==> config.mk <==
export PLATFORM = sky130hd
export DESIGN_NAME = serial_sub_unit_flat
export DESIGN_NICKNAME = d
export VERILOG_FILES = /design/src/rtl/serial_sub_unit_pkg.sv /design/src/rtl/serial_sub_unit_if.sv /design/src/rtl/serial_sub_unit_mux_diff_slice.sv /design/src/rtl/serial_sub_unit.sv /design/src/flat_wrapper.sv
export SDC_FILE = /design/constraint.sdc
export NUM_CORES = 1
export LEC_CHECK = 0
export CAP_MARGIN = 20
export CORE_MARGIN = 5
export CORE_UTILIZATION = 25
export DETAILED_ROUTE_END_ITERATION = 7
export PLACE_DENSITY_LB_ADDON = 0.05
export SYNTH_ARGS = -nofsm -noshare
export SYNTH_HDL_FRONTEND = slang
export SYNTH_HIERARCHICAL = 1
export SYNTH_SLANG_ARGS = --single-unit
==> constraint.sdc <==
create_clock -name clk -period 1.65 [get_ports clk]
set_input_delay 0.33 -clock clk [delete_from_list [all_inputs] [get_ports clk]]
set_output_delay 0.33 -clock clk [all_outputs]
set_load 0.01 [all_outputs]
==> src/rtl/serial_sub_unit_pkg.sv <==
// Shared types for the bit-serial subtractor.
package serial_sub_pkg;

  typedef enum logic [1:0] {
    IDLE,
    SHIFT,
    DONE
  } sub_state_t;

endpackage

==> src/rtl/serial_sub_unit_if.sv <==
// Operand/result handshake bundle between producer, subtractor and consumer.
interface serial_sub_unit_if #(
  parameter int unsigned WIDTH = 8
);

  logic             in_valid;
  logic             in_ready;
  logic [WIDTH-1:0] a;
  logic [WIDTH-1:0] b;
  logic             out_valid;
  logic             out_ready;
  logic [WIDTH-1:0] diff;
  logic             borrow_out;
  logic             busy;

  modport master (
    output in_valid, a, b, out_ready,
    input  in_ready, out_valid, diff, borrow_out, busy
  );

  modport slave (
    input  in_valid, a, b, out_ready,
    output in_ready, out_valid, diff, borrow_out, busy
  );

endinterface

==> src/rtl/serial_sub_unit_mux_diff_slice.sv <==
// One-bit difference slice built only from 2:1 muxes, the subtract-side twin
// of the mux sum slice.
module mux2to1_slice (
  input  logic sel,
  input  logic d0,
  input  logic d1,
  output logic y
);

  assign y = sel ? d1 : d0;

endmodule

module mux_diff_slice (
  input  logic a,
  input  logic b,
  input  logic bin,
  output logic d,
  output logic bout
);

  logic x;

  // x = a^b; when a!=b the borrow out is b itself, otherwise it propagates bin
  mux2to1_slice u_xor  (.sel(a), .d0(b),   .d1(~b),   .y(x));
  mux2to1_slice u_diff (.sel(x), .d0(bin), .d1(~bin), .y(d));
  mux2to1_slice u_bor  (.sel(x), .d0(bin), .d1(b),    .y(bout));

endmodule

==> src/rtl/serial_sub_unit.sv <==
// Bit-serial unsigned subtractor: diff = a - b, LSB first, one bit per clock,
// with valid/ready handshakes on both the operand and result sides.
module serial_sub_unit
  import serial_sub_pkg::*;
#(
  parameter int unsigned WIDTH = 8
) (
  input  logic              clk,
  input  logic              rst,
  serial_sub_unit_if.slave  bus
);

  localparam int unsigned     CW       = $clog2(WIDTH);
  localparam logic [CW-1:0]   CNT_LAST = CW'(WIDTH - 1);

  sub_state_t       state_q, state_d;
  logic [WIDTH-1:0] a_q, a_d;
  logic [WIDTH-1:0] b_q, b_d;
  logic [WIDTH-2:0] res_q, res_d;
  logic [WIDTH-1:0] diff_q, diff_d;
  logic             bor_q, bor_d;
  logic             bout_q, bout_d;
  logic [CW-1:0]    cnt_q, cnt_d;

  logic             slice_d;
  logic             slice_bout;
  logic [WIDTH-1:0] res_next;

  mux_diff_slice u_slice (
    .a    (a_q[0]),
    .b    (b_q[0]),
    .bin  (bor_q),
    .d    (slice_d),
    .bout (slice_bout)
  );

  // The final bit goes straight into diff, so the partial result only needs WIDTH-1 bits.
  assign res_next = {slice_d, res_q};

  always_comb begin
    state_d = state_q;
    a_d     = a_q;
    b_d     = b_q;
    res_d   = res_q;
    diff_d  = diff_q;
    bor_d   = bor_q;
    bout_d  = bout_q;
    cnt_d   = cnt_q;
    unique case (state_q)
      IDLE: begin
        if (bus.in_valid) begin
          a_d     = bus.a;
          b_d     = bus.b;
          bor_d   = 1'b0;
          cnt_d   = '0;
          state_d = SHIFT;
        end
      end
      SHIFT: begin
        a_d   = a_q >> 1;
        b_d   = b_q >> 1;
        res_d = res_next[WIDTH-1:1];
        bor_d = slice_bout;
        if (cnt_q == CNT_LAST) begin
          diff_d  = res_next;
          bout_d  = slice_bout;
          state_d = DONE;
        end else begin
          cnt_d = cnt_q + 1'b1;
        end
      end
      DONE: begin
        if (bus.out_ready) state_d = IDLE;
      end
      default: state_d = IDLE;
    endcase
  end

  always_ff @(posedge clk) begin
    if (rst) begin
      state_q <= IDLE;
      a_q     <= '0;
      b_q     <= '0;
      res_q   <= '0;
      diff_q  <= '0;
      bor_q   <= 1'b0;
      bout_q  <= 1'b0;
      cnt_q   <= '0;
    end else begin
      state_q <= state_d;
      a_q     <= a_d;
      b_q     <= b_d;
      res_q   <= res_d;
      diff_q  <= diff_d;
      bor_q   <= bor_d;
      bout_q  <= bout_d;
      cnt_q   <= cnt_d;
    end
  end

  always_comb begin
    bus.in_ready   = (state_q == IDLE);
    bus.out_valid  = (state_q == DONE);
    bus.busy       = (state_q != IDLE);
    bus.diff       = diff_q;
    bus.borrow_out = bout_q;
  end

endmodule

==> src/flat_wrapper.sv <==
// flat-port wrapper written by rule: the top's interface ports become plain ports
module serial_sub_unit_flat import serial_sub_pkg::*;
#(
  parameter int unsigned WIDTH = 8
)
  (clk, rst, bus_in_valid, bus_a, bus_b, bus_out_ready, bus_in_ready, bus_out_valid, bus_diff, bus_borrow_out, bus_busy);
  serial_sub_unit_if #(.WIDTH(WIDTH)) bus_i ();
  input  logic clk;
  input  logic rst;
  input wire logic [$bits(bus_i.in_valid)-1:0] bus_in_valid;
  input wire logic [$bits(bus_i.a)-1:0] bus_a;
  input wire logic [$bits(bus_i.b)-1:0] bus_b;
  input wire logic [$bits(bus_i.out_ready)-1:0] bus_out_ready;
  output wire logic [$bits(bus_i.in_ready)-1:0] bus_in_ready;
  output wire logic [$bits(bus_i.out_valid)-1:0] bus_out_valid;
  output wire logic [$bits(bus_i.diff)-1:0] bus_diff;
  output wire logic [$bits(bus_i.borrow_out)-1:0] bus_borrow_out;
  output wire logic [$bits(bus_i.busy)-1:0] bus_busy;
  assign bus_i.in_valid = bus_in_valid;
  assign bus_i.a = bus_a;
  assign bus_i.b = bus_b;
  assign bus_i.out_ready = bus_out_ready;
  assign bus_in_ready = bus_i.in_ready;
  assign bus_out_valid = bus_i.out_valid;
  assign bus_diff = bus_i.diff;
  assign bus_borrow_out = bus_i.borrow_out;
  assign bus_busy = bus_i.busy;
  serial_sub_unit #(.WIDTH(WIDTH)) u_core (.clk(clk), .rst(rst), .bus(bus_i));
endmodule
==> impl_metrics.tcl <==
set metrics [dict create \
    status "complete, no violations" \
    die_height_microns 92.0 \
    grt_util_all_layers_pct 8.94 \
    grt_start_max_net_pins 39 \
    drc 0 \
    reg2reg_from "u_core/state_q[0]$_SDFFE_PP0P_" \
    port_buffers 31 \
    cts-root-buf "clkbuf_8" \
    p_sw_mw 0.480 \
    critPathCaptureType "primary output" \
    final_nets 239 \
    drt_iter0_drc 73 \
    setup-tns-final_ns 0 \
    ant_nets 0 \
    cts_tree "yes" \
    antenna_cells 0 \
    setup_viol 0 \
    rows 30 \
    startpoint "u_core/bus.diff[7]$_SDFFE_PP0P_" \
    layout_common_cells "dfxtp_1, clkdlybuf4s50_1, nand2_1, a21oi_1, mux2i_1" \
    syn_avg_cell_area_sq_um 9.25 \
    start_util_pct 25.2 \
    cp_max_fo 2 \
    finalMaxSlewViolations 0 \
    dr.pass1.iters 4 \
    clock_latency_ns 0.29 \
    reg2regPathDepth 5 \
    critPathKind "reg -> out" \
    antenna_found_initial 0 \
    p_per_area_nw_per_um2 911 \
    clk_pin_slew_worst_paths_ns 0.08 \
    fin_crit_ns 1.49 \
    maxCapViolations 0 \
    ys_ff_latch 38 \
    p_int_mw 1.55 \
    seqPwrFrac_pct 48.6 \
    path_cells "clkdlybuf4s50_1" \
    fmax_ghz 0.672 \
    grt_pass1_vias 1363 \
    htreeDepth 2 \
    critPathTopFamily "buffers and inverters" \
    ys_seq_area_share_pct 45.2 \
    critPathRequiredTime_ns 1.32 \
    cts_made_buffers 5 \
    die_x_microns 92.0 \
    cp_slowest_stage_delay_ns 0.54 \
    worst_pin_slew_ns 0.446 \
    cts_setup_buffers 0 \
    p_comb_share_pct 13.1 \
    placed_cells 290 \
    die_area_sq_um 8470 \
    power.leakage_nw 0.824 \
    whs_ns 0.459 \
    stdcell_count 298 \
    clkPwrFrac_pct 38.3 \
    fin_util_pct 33.3 \
    fin_skew_ns 0.00607 \
    synth_cell_types 29 \
    area_delta_synth_final_pct 32.2 \
    syn_nets 204 \
    vias 1348 \
    rsz0062_at_grt "no" \
    rr_endpoint "u_core/b_q[6]$_SDFFE_PP0P_" \
    hpwlAfterDp_mm 2.50 \
    startpoint_type "register" \
    routabilityCongestion 0.655 \
    ir_drop_mv 0.338 \
    crit_slowest_cell "clkdlybuf4s50_1" \
    period_share_pct 90.2 \
    io-pin-count 32 \
    gr-total-overflow 0 \
    p_sw_share_pct 23.7 \
    fp.coreArea_sq_um 6680 \
    routed_wl_mm 3.58 \
    finalHoldViolCount 0 \
    endpoint "bus_diff[7]" \
    synthCells 182 \
    r2r_slack_ns 0.20 \
    via_per_inst 4.52 \
    synth_warnings 6 \
    grt_pass1_wl_mm 6.02 \
    cts.path.max_buffers 2 \
    cts.sinks 38 \
    syn-cell-area_sq_um 1680 \
    layout_commonest_cell "dfxtp_1" \
    power.total_mw 2.03 \
    path_depth 1 \
    wl_per_cell_microns 12.0 \
    critPathArrivalTime_ns 1.16 \
    ctsHoldBuffers 0 \
    layout-drive-gt1-share_pct 17.4 \
    maxSlewHeadroom_pct 70.2 \
    cp_num_buf_inv 1 \
    hold_class "reg -> reg" \
]
==> cells by family after synthesis <==
| kind of cell | synth area share [%] |
|---|---|
| compound gates | 17.0 |
| simple gates | 17.5 |
| mux | 11.6 |
| flops | 45.2 |
| fa+ha+maj | 1.49 |
| buf+inv | 7.14 |
==> cell usage after synthesis, drive strengths merged <==
library cell / number / share of area (%)
a32oi: 2 / 1.0
dfxtp: 38 / 45
nand2b: 2 / 0.74
nor2: 19 / 5.1
nor2b: 2 / 0.74
a22oi: 1 / 0.45
nand2: 26 / 5.8
buf: 10 / 4.9
mux2: 3 / 2.7
mux2i: 15 / 8.9
o21bai: 1 / 0.45
nand3b: 1 / 0.45
nor4b: 1 / 0.52
inv: 4 / 0.89
ha: 2 / 1.5
a31oi: 3 / 1.1
clkbuf: 5 / 1.3
nand3: 13 / 3.9
a21oi: 18 / 5.4
o21ba: 1 / 0.59
a211oi: 14 / 8.0
nor3: 1 / 0.30
==> worst min-delay path, delay by kind of cell (launching register included) <==
family / cells / cell delay, ns
flip-flops: 1 / 0.31
AND/OR/NAND/NOR: 1 / 0.05
AO/OA/AOI/OAI: 1 / 0.05
==> repair_timing <==
| item | in CTS | in global routing |
|---|---|---|
| pin swaps | 1 | 0 |
| resized for setup | 5 | 3 |
| hold endpoints to repair | 0 | 0 |
| setup endpoints to repair | 3 | 1 |
==> sequential cells by signal (all words and copies together) (netlist names) <==
register / cells
u_core/b_q: 8
u_core/bor_q: 1
u_core/res_q: 7
u_core/bus.borrow_out: 1
u_core/bus.diff: 8
u_core/state_q: 2
u_core/a_q: 8
u_core/cnt_q: 3
==> area by class of cell <==
| class | count | area (sq um) |
|---|---|---|
| clock buffer | 5 | 68.8 |
| clock inverter | 3 | 40.0 |
| fill | 715 | 4460 |
| inverter | 4 | 15.0 |
| multi-input combinational | 125 | 810 |
| sequential | 38 | 766 |
| tap | 80 | 100 |
| timing repair buffer | 43 | 425 |
==> power groups by stage <==
stage               logic, mW  registers, mW  clock network, mW
floorplan               0.182          0.999                  0
global placement        0.265           1.01                  0
detailed placement      0.270           1.01                  0
CTS                     0.271          0.986              0.812
global route            0.293          0.991              0.846
finish                  0.266          0.985              0.777
==> how the worst min path moves through the flow <==
stage | start | end | slack (ns) | cells past startpoint
6_report | u_core/bus.diff[1]$_SDFFE_PP0P_ | u_core/bus.diff[1]$_SDFFE_PP0P_ | 0.46 | 2
3_3_place_gp | u_core/bus.diff[1]$_SDFFE_PP0P_ | u_core/bus.diff[1]$_SDFFE_PP0P_ | 0.44 | 2
2_1_floorplan | u_core/res_q[0]$_SDFFE_PP0N_ | u_core/res_q[0]$_SDFFE_PP0N_ | 0.44 | 2
3_5_place_dp | u_core/bus.diff[3]$_SDFFE_PP0P_ | u_core/bus.diff[3]$_SDFFE_PP0P_ | 0.45 | 2
5_1_grt | u_core/bus.diff[6]$_SDFFE_PP0P_ | u_core/bus.diff[6]$_SDFFE_PP0P_ | 0.49 | 2
4_1_cts | u_core/bus.diff[3]$_SDFFE_PP0P_ | u_core/bus.diff[3]$_SDFFE_PP0P_ | 0.46 | 2
==> per-layer routing <==
layer	vias up	global-route usage, %	share of wire (%)
li1	702	-	-
met1	613	9.75	44
met2	27	15.6	49
met3	6	3.28	5.1
met4	0	3.71	1.7
met5	-	0	0
==> per-stage QoR <==
step | cell area, sq um | setup slack [ns]
after global routing | 2220 | 0.00711
after floorplan | 1680 | 0.276
final | 2220 | 0.162
after CTS | 2220 | 0.00205
after detailed placement | 2100 | 0.0369
after global placement | 2100 | 0.0965
No activity file was read; power rests on OpenSTA's default activity.
